<file path="config.mk">
export PLATFORM = sky130hd
export DESIGN_NAME = dffram_arbiter_flat
export DESIGN_NICKNAME = d
export VERILOG_FILES = /design/src/rtl/dffram_arbiter_if.sv /design/src/rtl/dffram_arbiter.sv /design/src/flat_wrapper.sv
export SDC_FILE = /design/constraint.sdc
export NUM_CORES = 1
export LEC_CHECK = 0
export BUFFER_PORTS_ARGS = -buffer_cell sky130_fd_sc_hd__buf_2
export CAP_MARGIN = 20
export CORE_UTILIZATION = 32
export CTS_BUF_LIST = sky130_fd_sc_hd__clkbuf_16
export CTS_CLUSTER_SIZE = 14
export DETAILED_ROUTE_END_ITERATION = 16
export HOLD_SLACK_MARGIN = 0.02
export PLACE_DENSITY_LB_ADDON = 0.08
export SLEW_MARGIN = 10
export SYNTH_ARGS = -nofsm -noshare
export SYNTH_HDL_FRONTEND = slang
export SYNTH_SLANG_ARGS = --single-unit
</file>
<file path="constraint.sdc">
create_clock -name core_clk -period 1.57 [get_ports core_clk]
set_input_delay 0.314 -clock core_clk [delete_from_list [all_inputs] [get_ports core_clk]]
set_output_delay 0.314 -clock core_clk [all_outputs]
set_load 0.02 [all_outputs]
</file>
<file path="src/rtl/dffram_arbiter_if.sv">
// -----------------------------------------------------------------------------
// dffram_arbiter_if
//
// Bundles every signal that connects the DFFRAM arbiter to its three
// neighbours: the management CPU memory port, the housekeeping read-only
// port and the single-port DFFRAM macro.
//
// Parameters
//   AW : RAM word-address width
//   DW : data width; byte enables are DW/8 bits wide
//
// Signal groups
//   CPU port  : cpu_req, cpu_wen, cpu_addr, cpu_wdata  -> arbiter
//               cpu_gnt, cpu_rvalid, cpu_rdata         <- arbiter
//   HK port   : hk_req, hk_addr                        -> arbiter
//               hk_gnt, hk_rvalid, hk_rdata            <- arbiter
//   RAM macro : ram_en, ram_we, ram_addr, ram_wdata    <- arbiter
//               ram_rdata                              -> arbiter
//
// Modports
//   slave  : the arbiter itself
//   master : the surrounding system (requesters plus the RAM macro)
// -----------------------------------------------------------------------------
interface dffram_arbiter_if #(
  parameter int AW = 8,
  parameter int DW = 32
);
  localparam int BW = DW / 8;

  // CPU memory port
  logic          cpu_req;
  logic [BW-1:0] cpu_wen;
  logic [AW-1:0] cpu_addr;
  logic [DW-1:0] cpu_wdata;
  logic          cpu_gnt;
  logic          cpu_rvalid;
  logic [DW-1:0] cpu_rdata;

  // Housekeeping read-only port
  logic          hk_req;
  logic [AW-1:0] hk_addr;
  logic          hk_gnt;
  logic          hk_rvalid;
  logic [DW-1:0] hk_rdata;

  // DFFRAM macro
  logic          ram_en;
  logic [BW-1:0] ram_we;
  logic [AW-1:0] ram_addr;
  logic [DW-1:0] ram_wdata;
  logic [DW-1:0] ram_rdata;

  modport slave (
    input  cpu_req, cpu_wen, cpu_addr, cpu_wdata,
    input  hk_req, hk_addr,
    input  ram_rdata,
    output cpu_gnt, cpu_rvalid, cpu_rdata,
    output hk_gnt, hk_rvalid, hk_rdata,
    output ram_en, ram_we, ram_addr, ram_wdata
  );

  modport master (
    output cpu_req, cpu_wen, cpu_addr, cpu_wdata,
    output hk_req, hk_addr,
    output ram_rdata,
    input  cpu_gnt, cpu_rvalid, cpu_rdata,
    input  hk_gnt, hk_rvalid, hk_rdata,
    input  ram_en, ram_we, ram_addr, ram_wdata
  );
endinterface

</file>
<file path="src/rtl/dffram_arbiter.sv">
// -----------------------------------------------------------------------------
// dffram_arbiter
//
// Shares one single-port DFFRAM between the management CPU memory port
// (read/write) and the housekeeping port (read-only). Grants are purely
// combinational so a granted request reaches the macro in the same cycle;
// read data comes back with the macro's one-cycle latency.
//
// The CPU has priority. A saturating wait counter counts consecutive
// conflict cycles the housekeeping port has lost; once it reaches
// HK_MAX_WAIT the next conflict goes to housekeeping, which bounds its
// wait under sustained CPU traffic.
//
// Parameters
//   AW          : RAM word-address width
//   DW          : data width (DW/8 byte enables)
//   HK_MAX_WAIT : conflicts housekeeping may lose in a row before winning;
//                 0 makes housekeeping win every conflict
//
// Ports
//   core_clk : clock, all state on the rising edge
//   core_rst : synchronous active-high reset
//   bus      : dffram_arbiter_if.slave carrying the CPU port, the
//              housekeeping port and the DFFRAM macro pins
// -----------------------------------------------------------------------------
module dffram_arbiter #(
  parameter int AW          = 8,
  parameter int DW          = 32,
  parameter int HK_MAX_WAIT = 4
) (
  input  logic             core_clk,
  input  logic             core_rst,
  dffram_arbiter_if.slave  bus
);

  localparam int BW  = DW / 8;
  // clog2(HK_MAX_WAIT+1), but never narrower than one bit
  localparam int WCW = (HK_MAX_WAIT > 0) ? $clog2(HK_MAX_WAIT + 1) : 1;
  localparam logic [WCW-1:0] WAIT_MAX = WCW'(HK_MAX_WAIT);

  // ---------------------------------------------------------------------------
  // State
  // ---------------------------------------------------------------------------
  logic [WCW-1:0] wait_cnt_q,   wait_cnt_d;
  logic           issued_cpu_q, issued_cpu_d;
  logic           issued_hk_q,  issued_hk_d;
  logic [DW-1:0]  hk_rdata_q,   hk_rdata_d;

  // ---------------------------------------------------------------------------
  // Combinational arbitration and RAM mux
  // ---------------------------------------------------------------------------
  logic           hk_wins;
  logic           cpu_gnt;
  logic           hk_gnt;
  logic           ram_en;
  logic [BW-1:0]  ram_we;
  logic [AW-1:0]  ram_addr;
  logic [DW-1:0]  ram_wdata;

  always_comb begin
    // Housekeeping wins when it is alone, or when it has already lost
    // WAIT_MAX conflicts in a row.
    hk_wins = bus.hk_req && (!bus.cpu_req || (wait_cnt_q == WAIT_MAX));

    // Reset masks both grants so nothing reaches the macro.
    cpu_gnt = !core_rst && bus.cpu_req && !hk_wins;
    hk_gnt  = !core_rst && hk_wins;

    ram_en    = cpu_gnt || hk_gnt;
    // Housekeeping is read-only, so only a CPU grant can enable writes.
    ram_we    = cpu_gnt ? bus.cpu_wen : '0;
    // With no grant the address/data simply follow the CPU port.
    ram_addr  = hk_gnt ? bus.hk_addr : bus.cpu_addr;
    ram_wdata = bus.cpu_wdata;
  end

  // ---------------------------------------------------------------------------
  // Next-state logic
  // ---------------------------------------------------------------------------
  logic cpu_rvalid;
  logic hk_rvalid;

  always_comb begin
    wait_cnt_d = wait_cnt_q;
    // The count only means something while housekeeping keeps asking and
    // keeps losing; any grant to it or any idle cycle starts it over.
    if (!bus.hk_req || hk_gnt) begin
      wait_cnt_d = '0;
    end else if (cpu_gnt && (wait_cnt_q != WAIT_MAX)) begin
      wait_cnt_d = wait_cnt_q + WCW'(1);
    end

    issued_cpu_d = cpu_gnt;
    issued_hk_d  = hk_gnt;

    // Keeps the last housekeeping read word visible between completions.
    hk_rdata_d = hk_rvalid ? bus.ram_rdata : hk_rdata_q;
  end

  // ---------------------------------------------------------------------------
  // Registers
  // ---------------------------------------------------------------------------
  always_ff @(posedge core_clk) begin
    if (core_rst) begin
      wait_cnt_q   <= '0;
      issued_cpu_q <= 1'b0;
      issued_hk_q  <= 1'b0;
      hk_rdata_q   <= '0;
    end else begin
      wait_cnt_q   <= wait_cnt_d;
      issued_cpu_q <= issued_cpu_d;
      issued_hk_q  <= issued_hk_d;
      hk_rdata_q   <= hk_rdata_d;
    end
  end

  // ---------------------------------------------------------------------------
  // Completion side
  // ---------------------------------------------------------------------------
  logic [DW-1:0] cpu_rdata;
  logic [DW-1:0] hk_rdata;

  always_comb begin
    // A grant followed directly by reset must not report a completion, so
    // the issued flags are masked while reset is high, not only cleared
    // on the following edge.
    cpu_rvalid = issued_cpu_q && !core_rst;
    hk_rvalid  = issued_hk_q  && !core_rst;

    cpu_rdata  = cpu_rvalid ? bus.ram_rdata : '0;

    if (core_rst) begin
      hk_rdata = '0;
    end else if (hk_rvalid) begin
      hk_rdata = bus.ram_rdata;
    end else begin
      hk_rdata = hk_rdata_q;
    end
  end

  // ---------------------------------------------------------------------------
  // Output drive
  // ---------------------------------------------------------------------------
  assign bus.cpu_gnt    = cpu_gnt;
  assign bus.cpu_rvalid = cpu_rvalid;
  assign bus.cpu_rdata  = cpu_rdata;
  assign bus.hk_gnt     = hk_gnt;
  assign bus.hk_rvalid  = hk_rvalid;
  assign bus.hk_rdata   = hk_rdata;
  assign bus.ram_en     = ram_en;
  assign bus.ram_we     = ram_we;
  assign bus.ram_addr   = ram_addr;
  assign bus.ram_wdata  = ram_wdata;

`ifndef SYNTHESIS
  // Structural invariants of the arbiter.
  a_gnt_exclusive : assert property (@(posedge core_clk) !(cpu_gnt && hk_gnt));
  a_hk_no_write   : assert property (@(posedge core_clk) hk_gnt |-> (ram_we == '0));
  a_wait_bounded  : assert property (@(posedge core_clk) wait_cnt_q <= WAIT_MAX);
`endif

endmodule

</file>
<file path="src/flat_wrapper.sv">
// flat-port wrapper written by rule: the top's interface ports become plain ports
module dffram_arbiter_flat 
#(
  parameter int AW          = 8,
  parameter int DW          = 32,
  parameter int HK_MAX_WAIT = 4
)
  (core_clk, core_rst, bus_cpu_req, bus_cpu_wen, bus_cpu_addr, bus_cpu_wdata, bus_hk_req, bus_hk_addr, bus_ram_rdata, bus_cpu_gnt, bus_cpu_rvalid, bus_cpu_rdata, bus_hk_gnt, bus_hk_rvalid, bus_hk_rdata, bus_ram_en, bus_ram_we, bus_ram_addr, bus_ram_wdata);
  dffram_arbiter_if #(.AW(AW), .DW(DW)) bus_i ();
  input  logic core_clk;
  input  logic core_rst;
  input wire logic [$bits(bus_i.cpu_req)-1:0] bus_cpu_req;
  input wire logic [$bits(bus_i.cpu_wen)-1:0] bus_cpu_wen;
  input wire logic [$bits(bus_i.cpu_addr)-1:0] bus_cpu_addr;
  input wire logic [$bits(bus_i.cpu_wdata)-1:0] bus_cpu_wdata;
  input wire logic [$bits(bus_i.hk_req)-1:0] bus_hk_req;
  input wire logic [$bits(bus_i.hk_addr)-1:0] bus_hk_addr;
  input wire logic [$bits(bus_i.ram_rdata)-1:0] bus_ram_rdata;
  output wire logic [$bits(bus_i.cpu_gnt)-1:0] bus_cpu_gnt;
  output wire logic [$bits(bus_i.cpu_rvalid)-1:0] bus_cpu_rvalid;
  output wire logic [$bits(bus_i.cpu_rdata)-1:0] bus_cpu_rdata;
  output wire logic [$bits(bus_i.hk_gnt)-1:0] bus_hk_gnt;
  output wire logic [$bits(bus_i.hk_rvalid)-1:0] bus_hk_rvalid;
  output wire logic [$bits(bus_i.hk_rdata)-1:0] bus_hk_rdata;
  output wire logic [$bits(bus_i.ram_en)-1:0] bus_ram_en;
  output wire logic [$bits(bus_i.ram_we)-1:0] bus_ram_we;
  output wire logic [$bits(bus_i.ram_addr)-1:0] bus_ram_addr;
  output wire logic [$bits(bus_i.ram_wdata)-1:0] bus_ram_wdata;
  assign bus_i.cpu_req = bus_cpu_req;
  assign bus_i.cpu_wen = bus_cpu_wen;
  assign bus_i.cpu_addr = bus_cpu_addr;
  assign bus_i.cpu_wdata = bus_cpu_wdata;
  assign bus_i.hk_req = bus_hk_req;
  assign bus_i.hk_addr = bus_hk_addr;
  assign bus_i.ram_rdata = bus_ram_rdata;
  assign bus_cpu_gnt = bus_i.cpu_gnt;
  assign bus_cpu_rvalid = bus_i.cpu_rvalid;
  assign bus_cpu_rdata = bus_i.cpu_rdata;
  assign bus_hk_gnt = bus_i.hk_gnt;
  assign bus_hk_rvalid = bus_i.hk_rvalid;
  assign bus_hk_rdata = bus_i.hk_rdata;
  assign bus_ram_en = bus_i.ram_en;
  assign bus_ram_we = bus_i.ram_we;
  assign bus_ram_addr = bus_i.ram_addr;
  assign bus_ram_wdata = bus_i.ram_wdata;
  dffram_arbiter #(.AW(AW), .DW(DW), .HK_MAX_WAIT(HK_MAX_WAIT)) u_core (.core_clk(core_clk), .core_rst(core_rst), .bus(bus_i));
endmodule
</file>
======== Word level (Yosys, flattened, before mapping) ========
Index checks and enable logic that the tools add are counted.
storage, ports and cells
  output and inout port bits .............. 113
  input port bits ......................... 88
  logic and storage cells ................. 27
  flip-flop bits (word level) ............. 37
cells by class
  reductions and logical operators ........ 15
  muxes and demuxes ....................... 5
  equal/unequal tests ..................... 2
  $add $sub $neg .......................... 1
operators by type and width
  cell                   number
  $mux W32               3
  $mux W8                1
  $logic_and A1 B1 Y1    7
  $logic_not A1 Y1       4
  $mux W4                1
  $add A3 B1 Y3 const B  1
  $eq A3 B3 Y1 const B   1
  $logic_or A1 B1 Y1     3
  $ne A3 B3 Y1 const B   1
  $reduce_or A2 Y1       1

======== Logic depth before layout (Yosys ltp) ========
  depth in word-level cells ............... 6
  gate-level depth with buffers ........... 6
  mapped depth without buffers ............ 5

======== Worst setup path after synthesis ========
OpenSTA, ideal clock, no wires.
  kind .................................... flip-flop to output port
  start ................................... reg u_core.wait_cnt_q[0]
  end ..................................... out bus_ram_we[0]
  buffers on the path ..................... 0
  slack ................................... -0.201 ns
  arrival time ............................ 1.457 ns
  stages on the path, launching flop included .. 5
  path through ............................ dfxtp_1 inv_1 ha_1 a311oi_2 and2_1
between the ends
  longest elaborated chain between the ends .. 6
ends and longest elaborated chain
  item                    line                   RTL
  start, declared         dffram_arbiter.sv:44   logic [WCW-1:0] wait_cnt_q, wait_cnt_d;
  start signal, assigned  dffram_arbiter.sv:110  wait_cnt_q <= wait_cnt_d;
  $eq A3 B3 Y1            dffram_arbiter.sv:63   hk_wins = bus.hk_req && (!bus.cpu_req || (wait_cnt_q == WAIT_MAX));
  $logic_or A1 B1 Y1      dffram_arbiter.sv:63
  $logic_and A1 B1 Y1     dffram_arbiter.sv:63
  $logic_not A1 Y1        dffram_arbiter.sv:66   cpu_gnt = !core_rst && bus.cpu_req && !hk_wins;
  $logic_and A1 B1 Y1     dffram_arbiter.sv:66
  named net bus_cpu_gnt   flat_wrapper.sv:19     output wire logic [$bits(bus_i.cpu_gnt)-1:0] bus_cpu_gnt;
  $mux W4                 dffram_arbiter.sv:71   ram_we = cpu_gnt ? bus.cpu_wen : '0;
  end, declared           flat_wrapper.sv:26     output wire logic [$bits(bus_i.ram_we)-1:0] bus_ram_we;
The timed path passes the listed nets, and every way through them passes these cells.

======== Worst setup path after layout ========
  start ................................... reg u_core.wait_cnt_q[0]
  end ..................................... out bus_ram_addr[5]
between the ends
  longest elaborated chain between the ends .. 5
ends and longest elaborated chain
  item                 line                  RTL
  $eq A3 B3 Y1         dffram_arbiter.sv:63
  $logic_or A1 B1 Y1   dffram_arbiter.sv:63
  $logic_and A1 B1 Y1  dffram_arbiter.sv:63
  $logic_and A1 B1 Y1  dffram_arbiter.sv:67  hk_gnt = !core_rst && hk_wins;
  $mux W8              dffram_arbiter.sv:73  ram_addr = hk_gnt ? bus.hk_addr : bus.cpu_addr;
  end, declared        flat_wrapper.sv:27    output wire logic [$bits(bus_i.ram_addr)-1:0] bus_ram_addr;
No other way between the ends.

==> out/results.tsv <==
metric	value	unit
status	finished with violations	
violations	negative setup slack	
cp_top_family	buffers and inverters	
critPathKind	flip-flop to primary output	
ant_nets	0	
cp.arrival	1.61	ns
ys_top_cells_by_area	dfxtp_1, mux2i_1, buf_4	
finalHoldViolCount	0	
cts-buffers-inserted	5	
cts_hold_buf	0	
antenna_found_initial	0	
r2r-end	u_core.hk_rdata_q[27]$_DFF_P_	
drive_gt1_share	63.0	%
n_antenna_cell	0	
synth_warnings	0	
crit_buf_inv	3	
vias	1829	
synth_top_family_by_area	multiplexers	
r2r_slack	0.40	ns
min_to	u_core.hk_rdata_q[10]$_DFF_P_	
syn-cell-area	0.00201	mm²
die_h	81.2	µm
rsz0062_at_grt	yes	
end_kind	primary output	
yosys.area.top_type	dfxtp_1	
cap_violations	0	
start_kind	flip-flop	
r2r_cells	5	
io_buffers	136	
viasPerCell	4.43	
grt_pass1_wl	7860	µm
synth_compound_area_share	2.12	%
cts_tree	yes	
grt_pass1_vias	1626	
clk_root_buffer_cell	clkbuf_16	
synth_fa_ha_area_share	1.25	%
slew_viol_final	0	
start_util	33.5	%
die_area	0.00660	mm²
setup_violations	38	
grt_start_max_net_pins	21	
maxSlewHeadroom	77.1	%
critPathMaxFanout	8	
syn-num-nets	299	
p_leak	1.64	nW
fin_setup_tns	-5.15	ns
core-area	0.00599	mm²
power.density	730	mW/mm²
final_net_count	428	
htreeDepth	2	
tightest_slew	0.344	ns
gp_congestion	0.779	
synth_xor_area_share	0.436	%
wl_per_cell	13.9	µm
track_usage	16.2	%
path_cells	inv_2 > ha_4 > a21boi_4 > nor2b_4 > buf_12 > mux2_4 > buf_2	
final_cell_mix	buf_2, buf_4, buf_6, nor2_1, dfxtp_1	
final_common_cell	buf_2	
ir_drop	0.402	mV
overflow	0	
worst_slack	-0.358	ns
hold_path.class	input port to flip-flop	
cts.sinks	37	
clk_latency	0.27	ns
die_width	81.2	µm
cp_slowest_stage_delay	0.33	ns
clock.fmax	0.519	GHz
synthSimpleGateAreaFrac	20.9	%
drt_iter0_markers	49	
synth_top_cell_area_share	36.9	%
routed_wl	5740	µm
drt_first_pass_iters	4	
area_growth	68.6	%
synth_cell_types	20	
post-dp-hpwl	4120	µm
clk_path_buf_depth	2	
post-route-period-util	123	%
synth.ff_latch_count	37	
clkSlewWorstSetupHoldPaths	0.05	ns
cpMaxStageDelayCell	dfxtp_2	
final_util	56.5	%
route.detailed.drc	0	
r2r_start	u_core.issued_hk_q$_SDFF_PP0_	
min_from	bus_ram_rdata[10]	
hold_depth	3	
clock_skew	0.00220	ns
io_pins	201	
cp.required	1.26	ns
syn_avg_cell_area	9.61	µm²
muxShareOfSynthArea	21.9	%
rows	28	
yosysSeqAreaShare	36.9	%
post-route-min-period	1.93	ns
synth_cells	209	
worst max-delay path by stage:
| stage | start | end | slack, ns | depth (start not counted) |
|---|---|---|---|---|
| floorplan | u_core.wait_cnt_q[0]$_SDFFE_PP0P_ | bus_ram_we[0] | -0.01 | 4 |
| global placement | u_core.wait_cnt_q[1]$_SDFFE_PP0P_ | bus_ram_addr[0] | -0.13 | 6 |
| detailed placement | u_core.wait_cnt_q[1]$_SDFFE_PP0P_ | bus_ram_addr[5] | -0.13 | 6 |
| CTS | u_core.wait_cnt_q[0]$_SDFFE_PP0P_ | bus_ram_addr[5] | -0.36 | 7 |
| global route | u_core.wait_cnt_q[1]$_SDFFE_PP0P_ | bus_ram_addr[5] | -0.41 | 7 |
| finish | u_core.wait_cnt_q[0]$_SDFFE_PP0P_ | bus_ram_addr[5] | -0.36 | 7 |
state kept, by name, indices dropped and copies added (netlist names):
| register | flops |
|---|---|
| u_core.hk_rdata_q | 32 |
| u_core.wait_cnt_q | 3 |
| u_core.issued_cpu_q | 1 |
| u_core.issued_hk_q | 1 |
final cells by class:
class | instances | area [µm²]
repair buffers | 166 | 1370
clock buffers | 5 | 125
well taps | 75 | 93.8
multi-input cells | 125 | 1030
clock inverters | 2 | 7.51
flip-flops and latches | 37 | 749
fillers | 550 | 2610
inverters | 3 | 11.3
per-layer routing:
metal	GRT usage, %	vias to the layer above	share of wire, %
li1	-	896	-
met3	5.84	20	8.9
met5	0	-	0
met2	28.1	111	51
met4	9.29	0	3.2
met1	16.7	802	37
synthesized netlist by cell type, drive strengths merged:
library cell,count
a311oi,2
xnor2,1
clkbuf,2
mux2i,32
buf,42
and2,36
nand2,1
inv,3
ha,2
dfxtp,37
a21boi,1
and3,1
mux2,8
nor2,36
nor2b,5
metrics by stage:
stage / area (µm²) / hold slack [ns] / cells / power, mW / setup slack (ns)
4_1_cts: 3010 / 0.320 / 402 / 2.44 / -0.364
2_1_floorplan: 2040 / 0.404 / 209 / 1.38 / -0.0108
3_5_place_dp: 2640 / 0.486 / 389 / 1.46 / -0.134
6_report: 3390 / 0.339 / 413 / 2.47 / -0.358
5_1_grt: 3390 / 0.357 / 413 / 2.59 / -0.411
3_3_place_gp: 2640 / 0.481 / 389 / 1.45 / -0.130
logic make-up after synthesis:
kind of cell / count (synthesis)
xor+xnor: 1
mux: 40
buf+inv: 47
flops: 37
compound gates: 3
simple gates: 79
fa+ha+maj: 2
power by group:
group	switching, mW	total (mW)	internal (mW)
Sequential	0.0119	0.983	0.971
Clock	0.342	0.908	0.567
Combinational	0.269	0.581	0.312
Total	0.623	2.47	1.85
repair_timing:
item	CTS	global route
gates resized for setup	39	99
endpoints found under the setup margin	50	74
pin swaps	7	21
gates cloned	3	2
buffers inserted	3	11
tightest hold or removal path, delay by kind of cell:
| family | cells | cell delay, ns |
|---|---|---|
| buffers and inverters | 1 | 0.08 |
| muxes | 1 | 0.06 |
| and+or+nand+nor | 1 | 0.11 |
(Power assumes the default switching activity.)
